<file path="config.mk">
export PLATFORM = sky130hd
export DESIGN_NAME = fabric_irq_ctrl
export DESIGN_NICKNAME = d
export VERILOG_FILES = /design/src/rtl/fabric_irq_ctrl.sv
export SDC_FILE = /design/constraint.sdc
export NUM_CORES = 1
export LEC_CHECK = 0
export ABC_AREA = 1
export CORE_MARGIN = 5
export CORE_UTILIZATION = 39
export DETAILED_ROUTE_END_ITERATION = 7
export PLACE_DENSITY_LB_ADDON = 0.15
export SYNTH_ARGS = -nofsm -noshare
export SYNTH_HDL_FRONTEND = slang
export SYNTH_SLANG_ARGS = --single-unit
</file>
<file path="constraint.sdc">
create_clock -name CLK -period 1.2 [get_ports CLK]
set_clock_uncertainty 0.2 [all_clocks]
set_input_delay 0.18 -clock CLK [delete_from_list [all_inputs] [get_ports CLK]]
set_output_delay 0.18 -clock CLK [all_outputs]
set_load 0.05 [all_outputs]
</file>
<file path="src/rtl/fabric_irq_ctrl.sv">
`default_nettype none
// +---------------------------------------------------------------------------------------+
// | fabric_irq_ctrl: synchronises fabric IRQ lines, latches pending, drives one CPU IRQ.   |
// | Optional FABRIC_IRQ_COUNT_EN adds a saturating edge-event counter at address 4.        |
// | Revision: 1.0                                                                          |
// +---------------------------------------------------------------------------------------+
module fabric_irq_ctrl #(
  parameter int NUM_IRQ     = 4,
  parameter int SYNC_STAGES = 2
) (
  input  logic               CLK,
  input  logic               RST,
  input  logic [NUM_IRQ-1:0] irq_i,
  input  logic [2:0]         reg_addr,
  input  logic [31:0]        reg_wdata,
  input  logic               reg_we,
  input  logic               reg_re,
  output logic [31:0]        reg_rdata,
  output logic               reg_ready,
  output logic               irq_o
);

  localparam logic [2:0] ADDR_PENDING = 3'd0;
  localparam logic [2:0] ADDR_ENABLE  = 3'd1;
  localparam logic [2:0] ADDR_MODE    = 3'd2;
  localparam logic [2:0] ADDR_RAW     = 3'd3;
  localparam logic [2:0] ADDR_COUNT   = 3'd4;

  logic [NUM_IRQ-1:0] sync_q [SYNC_STAGES];
  logic [NUM_IRQ-1:0] sync_d [SYNC_STAGES];
  logic [NUM_IRQ-1:0] dly_q, dly_d;
  logic [NUM_IRQ-1:0] pending_q, pending_d;
  logic [NUM_IRQ-1:0] enable_q, enable_d;
  logic [NUM_IRQ-1:0] mode_q, mode_d;
  logic [31:0]        rdata_q, rdata_d;
  logic               ready_q, ready_d;
  logic               irq_q, irq_d;

  logic [NUM_IRQ-1:0] sync_lvl;
  logic [NUM_IRQ-1:0] edge_set;
  logic [NUM_IRQ-1:0] w1c_mask;
  logic [NUM_IRQ-1:0] wr_bits;
  logic [31:0]        rd_val;
  logic               unused_wdata;

  assign sync_lvl     = sync_q[SYNC_STAGES-1];
  assign wr_bits      = reg_wdata[NUM_IRQ-1:0];
  assign unused_wdata = &{1'b0, reg_wdata};
  assign edge_set     = sync_lvl & ~dly_q & mode_q;
  assign w1c_mask     = (reg_we && reg_addr == ADDR_PENDING) ? wr_bits : '0;

  always_comb begin
    sync_d[0] = irq_i;
    for (int i = 1; i < SYNC_STAGES; i++) begin
      sync_d[i] = sync_q[i-1];
    end
  end

  // Level lines mirror the synced input; edge lines hold until W1C, and a same-cycle set wins.
  always_comb begin
    dly_d     = sync_lvl;
    pending_d = (~mode_q & sync_lvl) | (mode_q & (edge_set | (pending_q & ~w1c_mask)));
    enable_d  = (reg_we && reg_addr == ADDR_ENABLE) ? wr_bits : enable_q;
    mode_d    = (reg_we && reg_addr == ADDR_MODE)   ? wr_bits : mode_q;
    irq_d     = |(pending_q & enable_q);
  end

`ifdef FABRIC_IRQ_COUNT_EN
  logic [15:0] count_q, count_d;
  logic [5:0]  new_events;
  logic [16:0] count_sum;

  // Only 0->1 transitions of edge-mode pending bits count; the clear applies before new events.
  always_comb begin
    new_events = '0;
    for (int n = 0; n < NUM_IRQ; n++) begin
      new_events = new_events + 6'(edge_set[n] & ~pending_q[n]);
    end
    count_sum = ((reg_we && reg_addr == ADDR_COUNT) ? 17'd0 : {1'b0, count_q}) + 17'(new_events);
    count_d   = count_sum[16] ? 16'hFFFF : count_sum[15:0];
  end

  always_ff @(posedge CLK or posedge RST) begin
    if (RST) begin
      count_q <= '0;
    end else begin
      count_q <= count_d;
    end
  end
`endif

  always_comb begin
    rd_val = '0;
    case (reg_addr)
      ADDR_PENDING: rd_val = 32'(pending_q);
      ADDR_ENABLE:  rd_val = 32'(enable_q);
      ADDR_MODE:    rd_val = 32'(mode_q);
      ADDR_RAW:     rd_val = 32'(sync_lvl);
`ifdef FABRIC_IRQ_COUNT_EN
      ADDR_COUNT:   rd_val = {16'd0, count_q};
`endif
      default:      rd_val = '0;
    endcase
  end

  // A combined read+write returns zero data but still produces a single ready pulse.
  always_comb begin
    rdata_d = (reg_re && !reg_we) ? rd_val : '0;
    ready_d = reg_re | reg_we;
  end

  always_ff @(posedge CLK or posedge RST) begin
    if (RST) begin
      for (int i = 0; i < SYNC_STAGES; i++) begin
        sync_q[i] <= '0;
      end
      dly_q     <= '0;
      pending_q <= '0;
      enable_q  <= '0;
      mode_q    <= '0;
      rdata_q   <= '0;
      ready_q   <= 1'b0;
      irq_q     <= 1'b0;
    end else begin
      for (int i = 0; i < SYNC_STAGES; i++) begin
        sync_q[i] <= sync_d[i];
      end
      dly_q     <= dly_d;
      pending_q <= pending_d;
      enable_q  <= enable_d;
      mode_q    <= mode_d;
      rdata_q   <= rdata_d;
      ready_q   <= ready_d;
      irq_q     <= irq_d;
    end
  end

  assign reg_rdata = rdata_q;
  assign reg_ready = ready_q;
  assign irq_o     = irq_q;

endmodule
`default_nettype wire

</file>
Word-level counts from Yosys, hierarchy flattened
Cells that the tools add are included.
- bits in registers: 58
- bits of input ports: 43
- output and inout port bits: 34
- equal/unequal tests: 3
- muxes and demuxes: 3
- bitwise operators: 12
- reductions and logical operators: 7
- operator list (kind ; number):
    $mux W32 ; 1
    $and A4 B4 Y4 ; 6
    $pmux W4 S4 ; 1
    $not A4 Y4 ; 3
    $or A4 B4 Y4 ; 2
    $eq A3 B2 Y1 const B ; 2
    $logic_and A1 B1 Y1 ; 4
    $mux W4 ; 1
    $reduce_or A4 Y1 ; 1
    $eq A3 B1 Y1 const B ; 1
    $logic_not A3 Y1 ; 1
    $logic_not A1 Y1 ; 1
    $or A1 B1 Y1 ; 1

Logic depth before layout (Yosys ltp)
- depth after elaboration: 8
- depth in mapped cells: 7
- mapped depth without buffers: 6

Worst setup path after synthesis
Ideal clock, no wire load.
- path kind: input port to flip-flop
- start: in reg_addr[1]
- end: reg pending_q[0]
- setup time: 116 ps
- data arrival time: 770 ps
- slack: 113 ps
- cell stages on the path: 7
- path through: buf_6 > nor2_8 > nand2_4 > nor2_4 > nand2_1 > nand2_1 > nand2_1
- longest elaborated chain between the ends: 8
- ends and longest elaborated chain (item ; RTL line ; source):
    start, declared ; 14 ; input logic [2:0] reg_addr,
    $logic_not A3 Y1 ; 50 ; assign w1c_mask = (reg_we && reg_addr == ADDR_PENDING) ? wr_bits : '0;
    $logic_and A1 B1 Y1 ; 50 ;
    $mux W4 ; 50 ;
    $not A4 Y4 ; 62 ; pending_d = (~mode_q & sync_lvl) | (mode_q & (edge_set | (pending_q & ~w1c_mask)));
    $and A4 B4 Y4 ; 62 ;
    $or A4 B4 Y4 ; 62 ;
    $and A4 B4 Y4 ; 62 ;
    $or A4 B4 Y4 ; 62 ;
    net pending_d[0] ; 32 ; logic [NUM_IRQ-1:0] pending_q, pending_d;
    end signal, assigned ; 129 ; pending_q <= pending_d;
    end, declared ; 32 ;
The timed path passes the listed nets, and every way through them passes these cells.
A chain may end at the register's enable or synchronous reset.

Worst setup path after layout
- start: reg rdata_q[1] (netlist: reg_rdata[1])
- end: out reg_rdata[1]
- RTL lines (item ; RTL line ; source):
    start, declared ; 35 ; logic [31:0] rdata_q, rdata_d;
    start signal, assigned ; 132 ; rdata_q <= rdata_d;
    end, declared ; 18 ; output logic [31:0] reg_rdata,
No word-level cell between the ends.

==> impl_metrics.json <==
{
  "outcome": "finished, violations left",
  "violations": "setup timing",
  "fin_ws_ns": -0.002990,
  "hold_slack_ns": 0.03851,
  "first_global_vias": 986,
  "hpwl_um": 2026,
  "insertion_delay_ns": 0.27,
  "viasPerCell": 4.299,
  "multi_input_comb_area_sq_um": 528.0,
  "cts_inserted_buffers": 5,
  "clk_pin_slew_ns": 0.06,
  "finalNetCount": 230,
  "num_antenna_cells": 0,
  "synthSimpleGateAreaFrac_pct": 25.84,
  "tritoncts": "yes",
  "setup_viol": 3,
  "drtIter0Drc": 48,
  "min_path_type": "primary input to async pin",
  "cp.arrival_ns": 0.82,
  "drive_gt1_share_pct": 13.98,
  "post-place-cells": 227,
  "die_w_um": 70.93,
  "hold_buffers": 0,
  "area_delta_synth_final_pct": 25.24,
  "ioPinCount": 77,
  "post_synth_inst_count": 157,
  "final_util_pct": 49.90,
  "syn_area_per_cell_sq_um": 9.221,
  "fill_cells": 348,
  "critical_path.top_delay_family": "flip-flops",
  "max_freq_ghz": 0.8313,
  "synth_cell_types": 19,
  "finalHoldViolCount": 0,
  "worstSetupStartpointType": "flop",
  "wl_per_cell_um": 11.36,
  "initial_utilization_pct": 39.84,
  "path_buf_inv": 1,
  "rsz0062_at_grt": "true",
  "vdd_drop_max_mv": 1.021,
  "slowest_stage": "dfrtp_1",
  "globalRouteOverflowTotal": 0,
  "synth_compound_area_share_pct": 2.766,
  "rows": 22,
  "grt_max_degree": 31,
  "drc": 0,
  "cap_violations": 0,
  "yosys_warnings": 0,
  "htreeDepth": 2,
  "synth_top_family_by_area": "simple AND/OR/NAND/NOR gates",
  "synth_xor_xnor_area_share_pct": 0,
  "worstPathCellList": "buf_12",
  "design_area_sq_um": 1813,
  "antenna_found_initial": 0,
  "ys_seq_area_share_pct": 51.86,
  "synth_area_sq_um": 1448,
  "cts.sinks": 30,
  "synthAdderAreaFrac_pct": 0,
  "dieArea_sq_um": 5030,
  "seq_area_sq_um": 750.7,
  "fin_cells": 234,
  "period_minus_slack_ns": 1.203,
  "vias": 1006,
  "rrSetupSlack_ns": 0.19,
  "firstDrtPassIters": 4,
  "fin_crit_sh_pct": 100.2,
  "required_ns": 0.82,
  "slowest_delay_ns": 0.39,
  "core_sq_um": 3633,
  "grt.total_usage_pct": 11.59,
  "wl_um": 2659,
  "p_leak_nw": 0.9253,
  "grt_pass1_wl_um": 4567,
  "slew_violations": 0,
  "clk_path_buf_depth": 2,
  "port-buffer-count": 20,
  "dpl-instance-area_sq_um": 1703,
  "power.density_nw_per_um2": 1436,
  "power.total_mw": 2.603,
  "die_y_um": 70.93,
  "crit_fanout": 1,
  "crit_type": "flop to primary output",
  "drtAntennaViolNets": 0,
  "synth_mux_area_share_pct": 0,
  "end_kind": "primary output",
  "ys_seq_elements": 30,
  "cts_root_buf": "clkbuf_8",
  "place.gp.congestion": 0.7611
}
metal layers:
layer | wire, um | track usage (%) | vias up
met5 | 0 | 0 | -
met4 | 38 | 6.263 | 0
met3 | 264 | 4.545 | 6
met2 | 1264 | 18.02 | 43
met1 | 1092 | 13.73 | 460
li1 | - | - | 497
per-stage QoR:
step                      setup slack, ns  setup TNS (ns)
final                           -0.002990       -0.007661
after global routing             -0.03789         -0.1871
after CTS                        -0.01747        -0.09037
after detailed placement          -0.4581          -6.825
after global placement            -0.4140          -6.279
after floorplan                    0.1132               0
final cells by class:
type | count | area share [%]
inverter | 12 | 2.761
multi-input combinational | 112 | 29.12
clock buffer | 6 | 4.555
timing repair buffer | 26 | 18.84
tap | 48 | 3.313
sequential | 30 | 41.41
sequential cells by signal (all words and copies together) (netlist names):
signal     cells
irq_o          1
enable_q       4
dly_d          4
reg_ready      1
reg_rdata      4
sync_d         4
pending_q      4
mode_q         4
dly_q          4
cells in the mapped netlist, drive strengths merged:
cell	n	area (sq um)
nand2	46	180.2
buf	30	229.0
dfrtp	30	750.7
inv	12	50.05
nand4	10	68.81
nor2	10	61.31
nand3	9	57.56
o21ai	8	40.04
conb	1	3.750
or2	1	6.260
where the power goes:
part           internal (mW)  total (mW)  switching [mW]
Clock                  0.441       0.770           0.329
Combinational          0.203       0.622           0.418
Sequential              1.12        1.21          0.0887
Total                   1.77        2.60           0.837
cell usage in the layout, fill, tap and decap left out, drive strengths merged:
cell            n
dfrtp          30
nor2           10
inv            12
or2             1
conb           28
clkdlybuf4s50  10
buf            12
clkbuf          6
nand2          46
nand4          10
o21ai           8
nand3           9
dlygate4sd2     4
path summary, 6_finish.rpt:
check	startpoint	end	cells past startpoint
max reg2reg	mode_q[1]	reg_rdata[1]	4
min in group CLK	irq_i[1]	sync_d[1]	1
max in group asynchronous	RST	mode_q[2]	3
min reg2reg	sync_d[0]	dly_d[0]	0
max	reg_rdata[1]	reg_rdata[1]	1
min	RST	enable_q[3]	3
cells by family (layout without fill, tap and decap cells):
| kind of cell | count (synthesis) | after routing |
|---|---|---|
| compound gates | 8 | 8 |
| flops | 30 | 30 |
| buf+inv | 42 | 44 |
| simple gates | 76 | 76 |
| other cells | 1 | 28 |
repair_timing:
item / CTS / global route
pin swaps: 1 / 0
gates cloned: 0 / 0
gates resized for setup: 6 / 0
endpoints found under the setup margin: 22 / 6
setup buffers: 1 / 0
Power figures use the tool's default switching activity.
